## src/rtl/ppl_fetch.sv

```systemverilog
// ppl_fetch: IF stage and IF/ID register of a 5-stage MIPS pipeline.
// Owns the PC. Fetches over a variable-latency req/ready instruction port.
// A 1-entry skid buffer holds a word that lands while ID is stalled.
// Redirects from ID (branch / jr / j) honour one branch delay slot.
// Optional feature macro: PPL_FETCH_PERF_EN adds the fetchCnt/stallCnt counters.
module ppl_fetch #(
  parameter logic [31:0] RESET_PC = 32'h0000_0000
) (
  input  logic        clock,
  input  logic        resetn,
  input  logic [1:0]  pcSrc,
  input  logic        pcContinue,
  input  logic [31:0] bpc,
  input  logic [31:0] rpc,
  input  logic [31:0] jpc,
  output logic        imem_req,
  output logic [31:0] imem_addr,
  input  logic        imem_ready,
  input  logic [31:0] imem_rdata,
  output logic        dValid,
  output logic [31:0] dInst,
  output logic [31:0] dPc4
`ifdef PPL_FETCH_PERF_EN
  ,
  output logic [31:0] fetchCnt,
  output logic [31:0] stallCnt
`endif
);

  typedef enum logic [1:0] {
    S_BOOT  = 2'd0,
    S_FETCH = 2'd1,
    S_FULL  = 2'd2
  } state_t;

  state_t      state;
  logic        req_q;
  logic [31:0] pc;
  logic [31:0] pc4;
  logic [31:0] buf_inst;
  logic [31:0] buf_pc4;
  logic        pend;
  logic [31:0] pend_tgt;
  logic [31:0] redir_tgt;
  logic        buf_full;
  logic        done;
  logic        ld;
  logic        fill;
  logic        redir;
  logic        slot_here;

  assign imem_req  = req_q;
  assign imem_addr = pc;
  assign pc4       = pc + 32'd4;

  // The buffer is occupied exactly while the FSM sits in FULL.
  assign buf_full  = (state == S_FULL);
  assign done      = req_q & imem_ready;

  // IF/ID may take a new word when empty or when ID consumes this cycle.
  // pcContinue feeds this combinationally on purpose.
  assign ld        = ~dValid | (pcContinue & dValid);

  // A completing word that IF/ID cannot take goes into the skid buffer.
  assign fill      = done & (~ld | buf_full);

  // ID is consuming a control-transfer instruction this cycle.
  assign redir     = dValid & pcContinue & (pcSrc != 2'b00);

  // The delay slot is already fetched if it sits in the buffer or lands now.
  assign slot_here = buf_full | done;

  // Redirect target selection, sampled in the cycle ID consumes the branch.
  always_comb begin
    redir_tgt = pc4;
    case (pcSrc)
      2'b01:   redir_tgt = bpc;
      2'b10:   redir_tgt = rpc;
      2'b11:   redir_tgt = jpc;
      default: redir_tgt = pc4;
    endcase
  end

  // Fetch FSM: BOOT for one cycle after reset, FETCH issues, FULL holds off.
  always_ff @(posedge clock or negedge resetn) begin
    if (!resetn) begin
      state <= S_BOOT;
      req_q <= 1'b0;
    end else begin
      case (state)
        S_BOOT: begin
          state <= S_FETCH;
          req_q <= 1'b1;
        end
        S_FETCH: begin
          if (fill) begin
            state <= S_FULL;
            req_q <= 1'b0;
          end else begin
            req_q <= 1'b1;
          end
        end
        S_FULL: begin
          if (ld && !fill) begin
            state <= S_FETCH;
            req_q <= 1'b1;
          end else begin
            req_q <= 1'b0;
          end
        end
        default: begin
          state <= S_BOOT;
          req_q <= 1'b0;
        end
      endcase
    end
  end

  // Skid buffer capture of a completing word that IF/ID cannot accept.
  always_ff @(posedge clock or negedge resetn) begin
    if (!resetn) begin
      buf_inst <= 32'h0;
      buf_pc4  <= 32'h0;
    end else if (fill) begin
      buf_inst <= imem_rdata;
      buf_pc4  <= pc4;
    end
  end

  // IF/ID register: buffered word first, then a fresh completion, else bubble.
  always_ff @(posedge clock or negedge resetn) begin
    if (!resetn) begin
      dValid <= 1'b0;
      dInst  <= 32'h0;
      dPc4   <= 32'h0;
    end else if (ld) begin
      if (buf_full) begin
        dValid <= 1'b1;
        dInst  <= buf_inst;
        dPc4   <= buf_pc4;
      end else if (done) begin
        dValid <= 1'b1;
        dInst  <= imem_rdata;
        dPc4   <= pc4;
      end else begin
        dValid <= 1'b0;
      end
    end
  end

  // PC update: immediate redirect when the delay slot is already in hand,
  // otherwise remember the target and apply it when the delay slot lands.
  always_ff @(posedge clock or negedge resetn) begin
    if (!resetn) begin
      pc       <= RESET_PC;
      pend     <= 1'b0;
      pend_tgt <= 32'h0;
    end else if (redir && slot_here) begin
      pc <= redir_tgt;
    end else if (redir) begin
      pend     <= 1'b1;
      pend_tgt <= redir_tgt;
    end else if (done) begin
      pc   <= pend ? pend_tgt : pc4;
      pend <= 1'b0;
    end
  end

`ifdef PPL_FETCH_PERF_EN
  // Performance counters: completed fetches and ID stall cycles, wrapping.
  always_ff @(posedge clock or negedge resetn) begin
    if (!resetn) begin
      fetchCnt <= 32'h0;
      stallCnt <= 32'h0;
    end else begin
      if (done)
        fetchCnt <= fetchCnt + 32'd1;
      if (dValid && !pcContinue)
        stallCnt <= stallCnt + 32'd1;
    end
  end
`endif

endmodule

```

## config.mk

```make
export PLATFORM = sky130hd
export DESIGN_NAME = ppl_fetch
export DESIGN_NICKNAME = d
export VERILOG_FILES = /design/src/rtl/ppl_fetch.sv
export SDC_FILE = /design/constraint.sdc
export NUM_CORES = 1
export LEC_CHECK = 0
export BUFFER_PORTS_ARGS = -buffer_cell sky130_fd_sc_hd__buf_2
export CAP_MARGIN = 30
export CORE_UTILIZATION = 58
export CTS_CLUSTER_SIZE = 24
export DETAILED_ROUTE_END_ITERATION = 16
export PLACE_DENSITY = 0.83
export SYNTH_ARGS = -nofsm -noshare
export SYNTH_HDL_FRONTEND = slang
export SYNTH_SLANG_ARGS = --single-unit
```

## constraint.sdc

```tcl
create_clock -name clock -period 3.6 [get_ports clock]
set_input_delay 0.36 -clock clock [delete_from_list [all_inputs] [get_ports clock]]
set_output_delay 0.36 -clock clock [all_outputs]
set_load 0.005 [all_outputs]
```

# == Word-level counts from Yosys, hierarchy flattened ==
# Index checks and enable logic that the tools add are counted.
# totals
elab_cells,61
ram_bits,0
latchBits,0
inputBits,134
register_bits,197
memories,0
mem_bits_ro,0
# classes
order_cmp,0
shift,0
n_mul,0
n_bitwise,10
mux,19
addsub,1
div,0
n_eq_ne,8
reduce_logical,13
# ops
cell,n
$mux W32,8
$pmux W32 S3,1
$add A32 B3 Y32 const B,1
$reduce_and A2 Y1,5
$reduce_bool A2 Y1,4
$eq A2 B2 Y1 const B,3
$mux W1,6
$pmux W2 S3,1
$and A1 B1 Y1,4
$eq A2 B1 Y1 const B,2
$mux W2,2
$ne A2 B1 Y1 const B,2
$not A1 Y1,3
$or A1 B1 Y1,3
$pmux W1 S3,1
$logic_and A1 B1 Y1,2
$logic_not A2 Y1,1
$ne A2 B2 Y1 const B,1
$logic_not A1 Y1,1

# == Logic depth before layout (Yosys ltp) ==
# depth
depth_word,9
mapped_depth,8

# == Least setup slack after synthesis ==
# OpenSTA, ideal clock, no wires.
# synth_path
kind,register -> register
start,register pc[4] (netlist: imem_addr[4])
end,register pc[13] (netlist: imem_addr[13])
arrival_ns,1.929
setup_ns,0.126
path_stages_with_launch,7
path_buffers,1
path_slack_ns,1.546
cell_sequence,dfrtp_1 clkbuf_2 nand3_4 nor4_4 xor2_1 mux4_2 a221o_1
# synth_between
elab_chain_cells,5
word_cells_on_any_way,6
cone_classes,1 x add/sub; 5 x mux
# synth_lines
element,line_no,text
start: declaration,38,logic [31:0] pc;
start signal: assignment,159,pc <= redir_tgt;
start signal: assignment,164,pc <= pend ? pend_tgt : pc4;
$add A32 B3 Y32 (*),54,assign pc4 = pc + 32'd4;
$mux W32,164,
$mux W32,163,end else if (done) begin
$mux W32,160,end else if (redir) begin
$mux W32 (*),158,end else if (redir && slot_here) begin
# Every way passes the cells marked *; elsewhere a longest branch is shown, timed or not. The select of a mux whose other input is x is not followed.
# A chain may end at the register's enable or synchronous reset.

# == Worst setup path after layout ==
# layout_path
start,register pc[7] (netlist: imem_addr[7])
end,register pc[11] (netlist: imem_addr[11])
# The elaborated chain is that of the path after synthesis.

==> impl_results.md <==
* Status: finished clean
* Final Hold Fails at 0
* Total congestion overflow at 0
* CTS HTree Levels at 4
* Number of synthesized flops with an enable pin at 0
* Number of pins with negative max-slew slack in the final report at 0
* Warnings, synthesis at 0
* Ratio of routed vias to standard cells at 6.06
* Commonest cells after routing, fill and taps aside: 230 x buf_2, 197 x dfrtp_1, 128 x nand2_1
* Number of gates resized after cts at 0
* Highest attainable clock frequency at 403 MHz
* Clock Tree Buf Depth at 2
* Critical Path AT at 2.80 ns
* I/O pin cnt at between 200 and 250
* Clock tree from TritonCTS: done
* Final core utilization at 72.8%
* Sum Neg Setup Slack at 0 ns
* First-pass GRT wire length at 42300 um
* Number of failing setup endpoints in the final timing report at 0
* Port-buffer cells at about 230
* Detail-routed net length per standard cell at ~19 um
* Clock tree root driver cell: clkbuf_16
* Proportion of synthesized flip-flops having asynchronous set or reset at 100%
* Share of post-route cells with drive strength above 1 at 32.4%
* Half-perimeter wire length of the detailed placement result at 18400 um
* Floorplan die height at 131 um
* Initial antenna violation count at 0
* Setup repair after global routing missed its margin: no
* Total nets after synthesis at 1102
* Width of the chip at 131 um
* Number of standard-cell rows in the floorplan at 46
* Syn Area/Cell at 10.0 sq um
* Worst hold slack across all endpoints at between 0.15 and 0.2 ns
* Count of vias placed by the detailed router at 8479
* Pwr Density at 818 mW/mm^2
* Worst IR Drop VDD at 0.437 mV
* Post-CTS setup buffer count at 0
* Residual DRC count at 0
* Max cap viols at 0
* Library cells used by synthesis at 55
* Routability congestion estimate at 0.886
* Cell count after synthesis at 967
* Path class of the lowest-slack min-delay path: in -> reg
* First-pass iteration count of the detailed router at 8
* Final period demand of the worst path at 2.48 ns
* Clock transition at the registers of the reported paths at 0.08 ns
* Initial Util at 60.2%
* Least-Margin Pin Slew at 1.01 ns
* DRT antenna net count at 0
* Max-slew headroom at the worst pin at approximately a third
* Violation count after the first detailed-routing iteration at 826
* CP required at 3.93 ns
* Sequential share of the synthesized area at 50.8%
* Critical path class: reg -> reg
* Category of the worst setup path launch point: register
* Via count of the first global-routing pass at 7959
* Nets at 1305
* Clk Latency, worst-skew pair at 0.44 ns
* Most frequent standard cell in the layout excluding fill and tap cells: buf_2
* Top FF cell, synth: dfrtp_1
* Routed wire length at 26100 um
* TritonCTS buffer count at 17
* Signed area change from the synthesized netlist to the final layout at 21.0%
* Pin count of the biggest net entering global routing at 91
* Sort of element at the end of the critical path: register
* Core area at roughly 0.016 sq mm
* Area of the die at 0.0172 sq mm
* Flip-flop and latch count after synthesis at roughly 200
* Area of the mapped netlist at slightly below 0.01 sq mm
* Leakage power at about 5.3 nW
* Clock sink count at 197
* Total Routing Usage GR at ~31%
* Number of hold-repair buffers added at the cts stage at 1
* Setup clock skew after layout at 0.0120 ns
* Worst-path maximum fanout at 9
* Antenna diode count at 0
* Portion of the clock cycle consumed by the worst path in the final layout at between 60% and 70%
==> power by group <==
| group | leakage, nW | switching, mW | internal, mW |
|---|---|---|---|
| Sequential | 2.34 | 0.812 | 3.27 |
| Clock | 0.323 | 0.913 | 1.20 |
| Combinational | 2.67 | 1.87 | 1.54 |
| Total | 5.34 | 3.59 | 6.01 |
==> stage by stage <==
step           total power [mW]  setup slack, ns  instances  area [sq um]
2_1_floorplan              6.05             1.55        967          9700
3_3_place_gp               7.28             1.18       1366         11100
3_5_place_dp               7.44             1.07       1366         11100
4_1_cts                    9.58             1.13       1399         11700
5_1_grt                    10.2            0.970       1399         11700
6_report                   9.60             1.12       1399         11700
==> logic make-up after synthesis <==
group           synth area share [%]
compound gates                  15.3
xor+xnor                        1.90
fa+ha+maj                      0.129
buf+inv                         3.48
flops                           50.8
mux                             12.6
simple gates                    15.8
==> final timing paths <==
kind | slack [ns] | to | cells after the start | startpoint
setup / recovery | 1.12 | imem_addr[11] | 5 | imem_addr[7]
hold / removal | 0.16 | buf_inst[21] | 2 | imem_rdata[21]
setup reg to reg | 1.12 | imem_addr[11] | 5 | imem_addr[7]
hold reg to reg | 0.48 | dPc4[25] | 2 | dPc4[25]
max in group asynchronous | 2.16 | imem_addr[9] | 3 | resetn
min in group asynchronous | 0.52 | dPc4[29] | 2 | resetn
==> area by class of cell <==
class,count,area [sq um]
multi-input cells,688,4470
fillers,1160,4380
flip-flops and latches,197,4930
repair buffers,253,1360
inverters,13,48.8
clock inverters,15,234
clock buffers,17,425
well taps,216,270
==> Yosys cell counts (5+ instances only) <==
master | count | share of area [%]
a21oi_1 | 60 | 3.1
a221o_1 | 7 | 0.72
a221oi_1 | 8 | 0.72
a22oi_1 | 22 | 1.7
a31oi_1 | 40 | 2.6
and3_1 | 5 | 0.32
and4_1 | 9 | 0.81
buf_1 | 13 | 0.50
buf_2 | 16 | 0.83
clkbuf_1 | 36 | 1.4
dfrtp_1 | 197 | 51
inv_1 | 13 | 0.50
mux2_2 | 74 | 8.6
mux2i_1 | 19 | 2.0
mux4_2 | 9 | 2.1
nand2_1 | 128 | 5.0
nand2b_1 | 10 | 0.65
nand3_1 | 23 | 1.2
nand4_1 | 6 | 0.39
nor2_1 | 116 | 4.5
nor4_1 | 7 | 0.45
o211ai_1 | 13 | 1.0
o21ai_0 | 54 | 2.8
o22ai_1 | 5 | 0.32
o31ai_1 | 8 | 0.62
xnor2_1 | 10 | 0.90
xor2_1 | 11 | 0.99
==> worst max-delay path: stages, from the launching register on <==
cell and delay, ns:
dfrtp_1 0.56, nand4_4 0.29, nor3_4 0.38, xor2_1 0.24, mux4_2 0.55, a221o_1 0.34
==> state kept, by name, indices dropped and copies added, names as in the netlist <==
register   count
dInst         32
buf_inst      32
pend           1
dValid         1
imem_addr     32
buf_pc4       32
pend_tgt      32
state          2
dPc4          32
imem_req       1
==> per-layer routing <==
| metal | routed length (um) | track usage, % |
|---|---|---|
| met1 | 11100 | 44.1 |
| met2 | 12200 | 47.8 |
| met3 | 2140 | 6.52 |
| met4 | 667 | 11.8 |
| met5 | 0 | 0 |
Power figures use the tool's default switching activity.
